**config.mk**
```make
export PLATFORM = sky130hd
export DESIGN_NAME = alu_share_arbiter
export DESIGN_NICKNAME = d
export VERILOG_FILES = /design/src/rtl/alu_share_arbiter.sv
export SDC_FILE = /design/constraint.sdc
export NUM_CORES = 1
export LEC_CHECK = 0
export ABC_AREA = 1
export CORE_ASPECT_RATIO = 0.5
export CORE_MARGIN = 2
export CORE_UTILIZATION = 40
export CTS_BUF_LIST = sky130_fd_sc_hd__clkbuf_4 sky130_fd_sc_hd__clkbuf_8 sky130_fd_sc_hd__clkbuf_16
export CTS_CLUSTER_SIZE = 12
export DETAILED_ROUTE_END_ITERATION = 8
export MAX_ROUTING_LAYER = met4
export PLACE_DENSITY = 0.93
export REMOVE_ABC_BUFFERS = 1
export SYNTH_ARGS = -nofsm -noshare
export SYNTH_HDL_FRONTEND = slang
export SYNTH_SLANG_ARGS = --single-unit
```
**constraint.sdc**
```tcl
create_clock -name clk -period 3.59 [get_ports clk]
set_clock_uncertainty 0.1 [all_clocks]
set_input_delay 0.5385 -clock clk [delete_from_list [all_inputs] [get_ports clk]]
set_output_delay 0.5385 -clock clk [all_outputs]
set_load 0.005 [all_outputs]
```
**src/rtl/alu_share_arbiter.sv**
```systemverilog
// rtl/alu_share_arbiter.sv - round-robin sharing of one combinational ALU between two requesters
// Registered ALU operands, one-cycle EXEC, result returned over per-requester valid/ready.
module alu_share_arbiter #(
   parameter int W     = 32,
   parameter int FUN_W = 6
) (
   input  logic             clk,
   input  logic             reset,
   input  logic             req0_valid,
   output logic             req0_ready,
   input  logic [W-1:0]     req0_a,
   input  logic [W-1:0]     req0_b,
   input  logic [FUN_W-1:0] req0_fun,
   input  logic             req0_sign,
   input  logic             req1_valid,
   output logic             req1_ready,
   input  logic [W-1:0]     req1_a,
   input  logic [W-1:0]     req1_b,
   input  logic [FUN_W-1:0] req1_fun,
   input  logic             req1_sign,
   output logic             rsp0_valid,
   input  logic             rsp0_ready,
   output logic [W-1:0]     rsp0_z,
   output logic             rsp0_err,
   output logic             rsp1_valid,
   input  logic             rsp1_ready,
   output logic [W-1:0]     rsp1_z,
   output logic             rsp1_err,
   output logic [W-1:0]     alu_a,
   output logic [W-1:0]     alu_b,
   output logic [FUN_W-1:0] alu_fun,
   output logic             alu_sign,
   input  logic [W-1:0]     alu_z,
   output logic             busy
);

   typedef enum logic [1:0] {IDLE, EXEC, RESP} state_t;

   state_t           state_q, state_d;
   logic             ptr_q, ptr_d;
   logic             owner_q, owner_d;
   logic [W-1:0]     alu_a_q, alu_a_d;
   logic [W-1:0]     alu_b_q, alu_b_d;
   logic [FUN_W-1:0] alu_fun_q, alu_fun_d;
   logic             alu_sign_q, alu_sign_d;
   logic [W-1:0]     res_q, res_d;
   logic             err_q, err_d;

   logic             gnt0, gnt1, accept, sel;
   logic [W-1:0]     sel_a, sel_b;
   logic [FUN_W-1:0] sel_fun;
   logic             sel_sign;

   // Decodes exactly the ALUFun codes the shared ALU implements.
   function automatic logic fun_legal(input logic [FUN_W-1:0] f);
      logic ok;
      case (f[5:4])
         2'b00:   ok = (f[3:1] == 3'b000);
         2'b01:   ok = (f[3:0] == 4'b1000) || (f[3:0] == 4'b1110) || (f[3:0] == 4'b0110) ||
                       (f[3:0] == 4'b0001) || (f[3:0] == 4'b1010);
         2'b10:   ok = (f[3:2] == 2'b00) && (f[1:0] != 2'b10);
         default: ok = (f[3:1] != 3'b011) && (f[3:1] != 3'b100);
      endcase
      return ok;
   endfunction

   always_comb begin
      gnt0     = (state_q == IDLE) && req0_valid && (!req1_valid || !ptr_q);
      gnt1     = (state_q == IDLE) && req1_valid && (!req0_valid || ptr_q);
      accept   = gnt0 || gnt1;
      sel      = gnt1;
      sel_a    = sel ? req1_a    : req0_a;
      sel_b    = sel ? req1_b    : req0_b;
      sel_fun  = sel ? req1_fun  : req0_fun;
      sel_sign = sel ? req1_sign : req0_sign;
   end

   always_comb begin
      state_d    = state_q;
      ptr_d      = ptr_q;
      owner_d    = owner_q;
      alu_a_d    = alu_a_q;
      alu_b_d    = alu_b_q;
      alu_fun_d  = alu_fun_q;
      alu_sign_d = alu_sign_q;
      res_d      = res_q;
      err_d      = err_q;
      case (state_q)
         IDLE: begin
            if (accept) begin
               owner_d = sel;
               ptr_d   = ~sel;
               if (fun_legal(sel_fun)) begin
                  alu_a_d    = sel_a;
                  alu_b_d    = sel_b;
                  alu_fun_d  = sel_fun;
                  alu_sign_d = sel_sign;
                  state_d    = EXEC;
               end else begin
                  // Rejected ops never reach the ALU; respond with an error straight away.
                  res_d   = '0;
                  err_d   = 1'b1;
                  state_d = RESP;
               end
            end
         end
         EXEC: begin
            res_d   = alu_z;
            err_d   = 1'b0;
            state_d = RESP;
         end
         RESP: begin
            if (owner_q ? rsp1_ready : rsp0_ready) state_d = IDLE;
         end
         default: state_d = IDLE;
      endcase
   end

   always_ff @(posedge clk) begin
      if (reset) begin
         state_q    <= IDLE;
         ptr_q      <= 1'b0;
         owner_q    <= 1'b0;
         alu_a_q    <= '0;
         alu_b_q    <= '0;
         alu_fun_q  <= '0;
         alu_sign_q <= 1'b0;
         res_q      <= '0;
         err_q      <= 1'b0;
      end else begin
         state_q    <= state_d;
         ptr_q      <= ptr_d;
         owner_q    <= owner_d;
         alu_a_q    <= alu_a_d;
         alu_b_q    <= alu_b_d;
         alu_fun_q  <= alu_fun_d;
         alu_sign_q <= alu_sign_d;
         res_q      <= res_d;
         err_q      <= err_d;
      end
   end

   assign req0_ready = gnt0;
   assign req1_ready = gnt1;
   assign rsp0_valid = (state_q == RESP) && !owner_q;
   assign rsp1_valid = (state_q == RESP) && owner_q;
   assign rsp0_z     = res_q;
   assign rsp1_z     = res_q;
   assign rsp0_err   = err_q;
   assign rsp1_err   = err_q;
   assign alu_a      = alu_a_q;
   assign alu_b      = alu_b_q;
   assign alu_fun    = alu_fun_q;
   assign alu_sign   = alu_sign_q;
   assign busy       = (state_q != IDLE);

endmodule

```
-- Word level (Yosys, flattened, before mapping)
Cells that the tools add are included.
- register bits: 108
- bits of input ports: 180
- output and inout port bits: 142
- word-level logic and storage cells: 72
- eq/ne operators: 15
- muxes and demuxes: 18
- bitwise logic cells: 1
- reductions and logical operators: 29
- operator list (cell ; number):
    32-bit 2-to-1 mux ; 4
    32-bit case mux with 2 select lines ; 1
    4-bit equality test (second input constant) ; 3
    1-bit logical AND ; 8
    2-bit != test (second input constant) ; 4
    1-bit logical OR ; 7
    2-bit zero test ; 3
    1-bit 2-to-1 mux ; 6
    2-bit 2-to-1 mux ; 3
    6-bit 2-to-1 mux ; 1
    2-bit case mux with 3 select lines ; 1
    3-bit AND reduction ; 2
    2-bit by 1-bit equality test with 1-bit output (second input constant) ; 2
    2-bit equality test (second input constant) ; 2
    4-bit by 1-bit equality test with 1-bit output (second input constant) ; 1
    4-bit by 3-bit equality test with 1-bit output (second input constant) ; 1
    1-bit zero test ; 4
    2-bit AND reduction ; 2
    2-bit nonzero test ; 2
    3-bit zero test ; 1
    3-bit by 2-bit != test with 1-bit output (second input constant) ; 1
    3-bit != test (second input constant) ; 1
    1-bit case mux with 3 select lines ; 1
    1-bit case mux with 2 select lines ; 1
    1-bit inverter ; 1

-- Longest topological paths before layout
- depth in word-level cells: 15
- depth in mapped cells: 16
- mapped depth without buffers: 15

-- Least setup slack after synthesis
OpenSTA, ideal clock, no wires.
- path kind: input to register
- start point: input req0_valid
- end point: register alu_fun_q[0] (netlist: alu_fun[0])
- library setup time: 0.116 ns
- data arrival time: 1.862 ns
- data required time: 3.374 ns
- path slack: 1.512 ns
- stages: 14
- buffers on the path: 2
- path through: nand2_1 > nand3_4 > buf_6 > nand2_1 > nand2_1 > nor2_1 > nand3_1 > nand2_1 > nand2_2 > nand2_4 > nand2_8 > buf_6 > o21ai_0 > nor2_1
- word-level cells in the longest chain between the ends: 13
- elaborated cells between the ends (all ways): 30
- those cells by class: eq/ne: 10; mux: 4; reduce/logical: 16
- ends and longest elaborated chain (item ; RTL line ; source):
    start: declaration ; 9 ; input logic req0_valid,
    1-bit zero test ; 69 ; gnt1 = (state_q == IDLE) && req1_valid && (!req0_valid || ptr_q);
    1-bit logical OR ; 69 ;
    1-bit logical AND ; 69 ;
    6-bit 2-to-1 mux ; 74 ; sel_fun = sel ? req1_fun : req0_fun;
    4-bit equality test ; 59 ; 2'b01: ok = (f[3:0] == 4'b1000) || (f[3:0] == 4'b1110) || (f[3:0] == 4'b0110) ||
    1-bit logical OR (3 in series) ; 59 ;
    1-bit logical OR ; 60 ; (f[3:0] == 4'b0001) || (f[3:0] == 4'b1010);
    1-bit case mux with 3 select lines ; 57 ; case (f[5:4])
    1-bit 2-to-1 mux ; 90 ; if (accept) begin
    1-bit 2-to-1 mux ; 88 ; case (state_q)
    3-bit AND reduction (no line) ; n/a ;
    end signal: assignment ; 136 ; alu_fun_q <= alu_fun_d;
    end: declaration ; 44 ; logic [FUN_W-1:0] alu_fun_q, alu_fun_d;
Parallel ways exist; a longest one is shown, timed or not. The select of a mux whose other input is x is not followed.
A chain may end at the register's enable or synchronous reset.

-- Worst setup path after layout
- start point: input req0_valid
- end point: register alu_fun_q[2] (netlist: alu_fun[2])
The elaborated chain is that of the path after synthesis.

==> impl_metrics.env <==
export IMPL_status="finished, final reports clean"
export IMPL_rrSetupSlack_ps=840
export IMPL_r2r_start="state_q[1]"
export IMPL_yosys_top_cells_area="dfxtp_1 41%, nand2_1 17%, mux2i_1 12%"
export IMPL_cp_cell_sequence="clkdlybuf4s50_1 > nand2_1 > nand3_4 > inv_2 > nand2_1 > nand2_1 > nor2_1 > nand3_1 > nand2_1 > nand2_2 > nand2_4 > nand2_8 > clkinv_4 > nand2_1 > a21oi_1"
export IMPL_final_instance_count_excl_fill=1142
export IMPL_dr_wl_met3_um=978
export IMPL_min_path_cells=2
export IMPL_endpoint_kind="flop"
export IMPL_dieWidth_um=166
export IMPL_final_antenna_net_count=0
export IMPL_finalSetupViolations=0
export IMPL_overflow=0
export IMPL_min_from="alu_fun[3]"
export IMPL_cpMostUsedCell="nand2_1"
export IMPL_worst_slew_pin_slew_ps=1270
export IMPL_layout_drive_gt1_share=0.0340
export IMPL_antennaDiodeCount=0
export IMPL_final_common_cell="clkdlybuf4s50_1"
export IMPL_grt_max_degree=72
export IMPL_crit_path_top_delay_cell="clkinv_4"
export IMPL_cts_hold_buf=0
export IMPL_rsz0062_at_grt="false"
export IMPL_yosysUniqueCellTypes=25
export IMPL_slew_viol_final=0
export IMPL_dp_cells=1126
export IMPL_area_delta_synth_final_pct=62.2
export IMPL_cts_repair_resized=0
export IMPL_numCtsBuffers=9
export IMPL_grt_usage=0.234
export IMPL_layout_setup_ws_ps=612
export IMPL_report_power_total_mw=4.46
export IMPL_p_per_area_nw_per_um2=524
export IMPL_grt_first_pass_wirelength_um=26200
export IMPL_postRouteWirelength_um=16600
export IMPL_netlist_area_leader_share=0.412
export IMPL_insertion_delay_ps=330
export IMPL_cp_required_ps=3700
export IMPL_peakVddDrop_mv=0.268
export IMPL_core_area_sq_um=12700
export IMPL_grt_pass1_vias=5328
export IMPL_firstDrtPassIters=5
export IMPL_hp_class="flop to flop"
export IMPL_seq_area_sq_um=2160
export IMPL_cp_start_kind="input port"
export IMPL_crit_arrival_ps=3080
export IMPL_most_common_layout_cells="321 x clkdlybuf4s50_1, 232 x nand2_1, 108 x dfxtp_1"
export IMPL_dp_hpwl_um=12800
export IMPL_io_buffers=321
export IMPL_reg2regPathDepth=14
export IMPL_first_iter_violations=245
export IMPL_htreeDepth=3
export IMPL_cts_tree="done"
export IMPL_max_freq_ghz=0.336
export IMPL_wl_met1_um=6260
export IMPL_vias_per_cell=4.71
export IMPL_ys_warn_count=0
export IMPL_initial_core_util=0.412
export IMPL_holdPathEnd="alu_fun[3]"
export IMPL_nFillCells=1039
export IMPL_cts_root_buf="clkbuf_16"
export IMPL_drv_cap=0
export IMPL_hold_slack_ps=372
export IMPL_route_top_layer_used="met4"
export IMPL_fin_crit_sh=0.830
export IMPL_dp_slack_ps=313
export IMPL_post_cts_setup_buffers=0
export IMPL_postSynthCellCount=701
export IMPL_synth_largest_area_cell="dfxtp_1"
export IMPL_slew_headroom=0.155
export IMPL_syn_area_sq_um=5240
export IMPL_final_hold_viol_count=0
export IMPL_place_congestion=0.942
export IMPL_max_stage_delay_ps=440
export IMPL_die_area_sq_um=14100
export IMPL_timing_worst_setup_path_type="input port to flop"
export IMPL_nets=1147
export IMPL_cts_buffer_depth=2
export IMPL_synth_seq_cells=108
export IMPL_p_leak_nw=3.83
export IMPL_dieHeight_um=85.0
export IMPL_ioPinCount=322
export IMPL_wl_per_cell_um=14.5
export IMPL_fin_crit_ps=2980
export IMPL_std_cell_rows=29
export IMPL_synth_area_per_cell_sq_um=7.48
export IMPL_drcViolationCount=0
export IMPL_timing_rr_end="alu_fun[2]"
export IMPL_setup_tns_ps=0
export IMPL_cts_num_sinks=108
export IMPL_dr_wl_met2_um=8870
export IMPL_grt_antenna_before_repair=0
export IMPL_route_vias_total=5380
export IMPL_path_clk_slew_ps=70
export IMPL_cp_max_fo=71
export IMPL_multi_input_area_sq_um=2280
export IMPL_ys_seq_area_frac=0.412
## state kept, by name (all words and copies together), names as in the netlist
register / cells
alu_a: 32
ptr_q: 1
state_q: 2
owner_q: 1
rsp0_err: 1
alu_fun: 6
alu_b: 32
rsp0_z: 32
alu_sign: 1
## where the power goes
part	total (mW)	switching [mW]	internal [mW]
registers	1.59	0.143	1.44
logic	1.92	0.941	0.982
clock network	0.948	0.433	0.516
## metrics by stage
step	instance area, sq um	util
floorplan	4750	-
global placement	8220	0.646
detailed placement	8220	0.646
CTS	8500	0.668
global route	8500	0.668
finish	8500	0.668
## cells in the mapped netlist
| cell | number |
|---|---|
| a211oi_1 | 1 |
| a21oi_1 | 103 |
| a31oi_1 | 1 |
| buf_1 | 4 |
| buf_2 | 6 |
| buf_4 | 34 |
| buf_6 | 12 |
| clkbuf_1 | 16 |
| clkinv_1 | 1 |
| clkinv_4 | 1 |
| dfxtp_1 | 108 |
| inv_1 | 78 |
| inv_2 | 1 |
| mux2i_1 | 65 |
| nand2_1 | 232 |
| nand2_2 | 2 |
| nand2_4 | 2 |
| nand2_8 | 1 |
| nand3_1 | 6 |
| nand3_4 | 1 |
| nand4_1 | 5 |
| nor2_1 | 15 |
| nor2_4 | 1 |
| o21ai_0 | 4 |
| o21ai_1 | 1 |
## metal layers
layer,vias to the layer above,track usage
met5,-,-
met4,0,0.0814
met3,42,0.0569
met2,205,0.440
met1,2439,0.242
li1,2694,-
## critical path, delay by kind of cell
kind,cells,cell delay (ps)
AOI/OAI and AO/OA,1,80
buffers and inverters,3,1020
and+or+nand+nor,11,1400
## worst max path at each step
stage,end,from,slack [ps]
after floorplan,alu_fun[0],req0_valid,210
after global placement,alu_fun[5],req1_valid,480
after detailed placement,alu_fun[0],req1_valid,310
after CTS,alu_fun[0],req1_valid,670
after global routing,alu_fun[0],req0_valid,410
final,alu_fun[2],req0_valid,610
## final cells by class
cell class / count / share of cell area
well taps: 170 / 0.0250
inverters: 81 / 0.0363
repair buffers: 327 / 0.383
clock inverters: 3 / 0.00250
multi-input cells: 440 / 0.268
flip-flops and latches: 108 / 0.254
clock buffers: 13 / 0.0307
## logic make-up after synthesis
kind of cell / Yosys count / share of synthesized area
and+or+nand+nor: 265 / 0.204
buffers and inverters: 153 / 0.153
muxes: 65 / 0.124
DFF: 108 / 0.412
AOI/OAI and AO/OA: 110 / 0.106
Note: power is estimated with default switching activity, not from simulation.
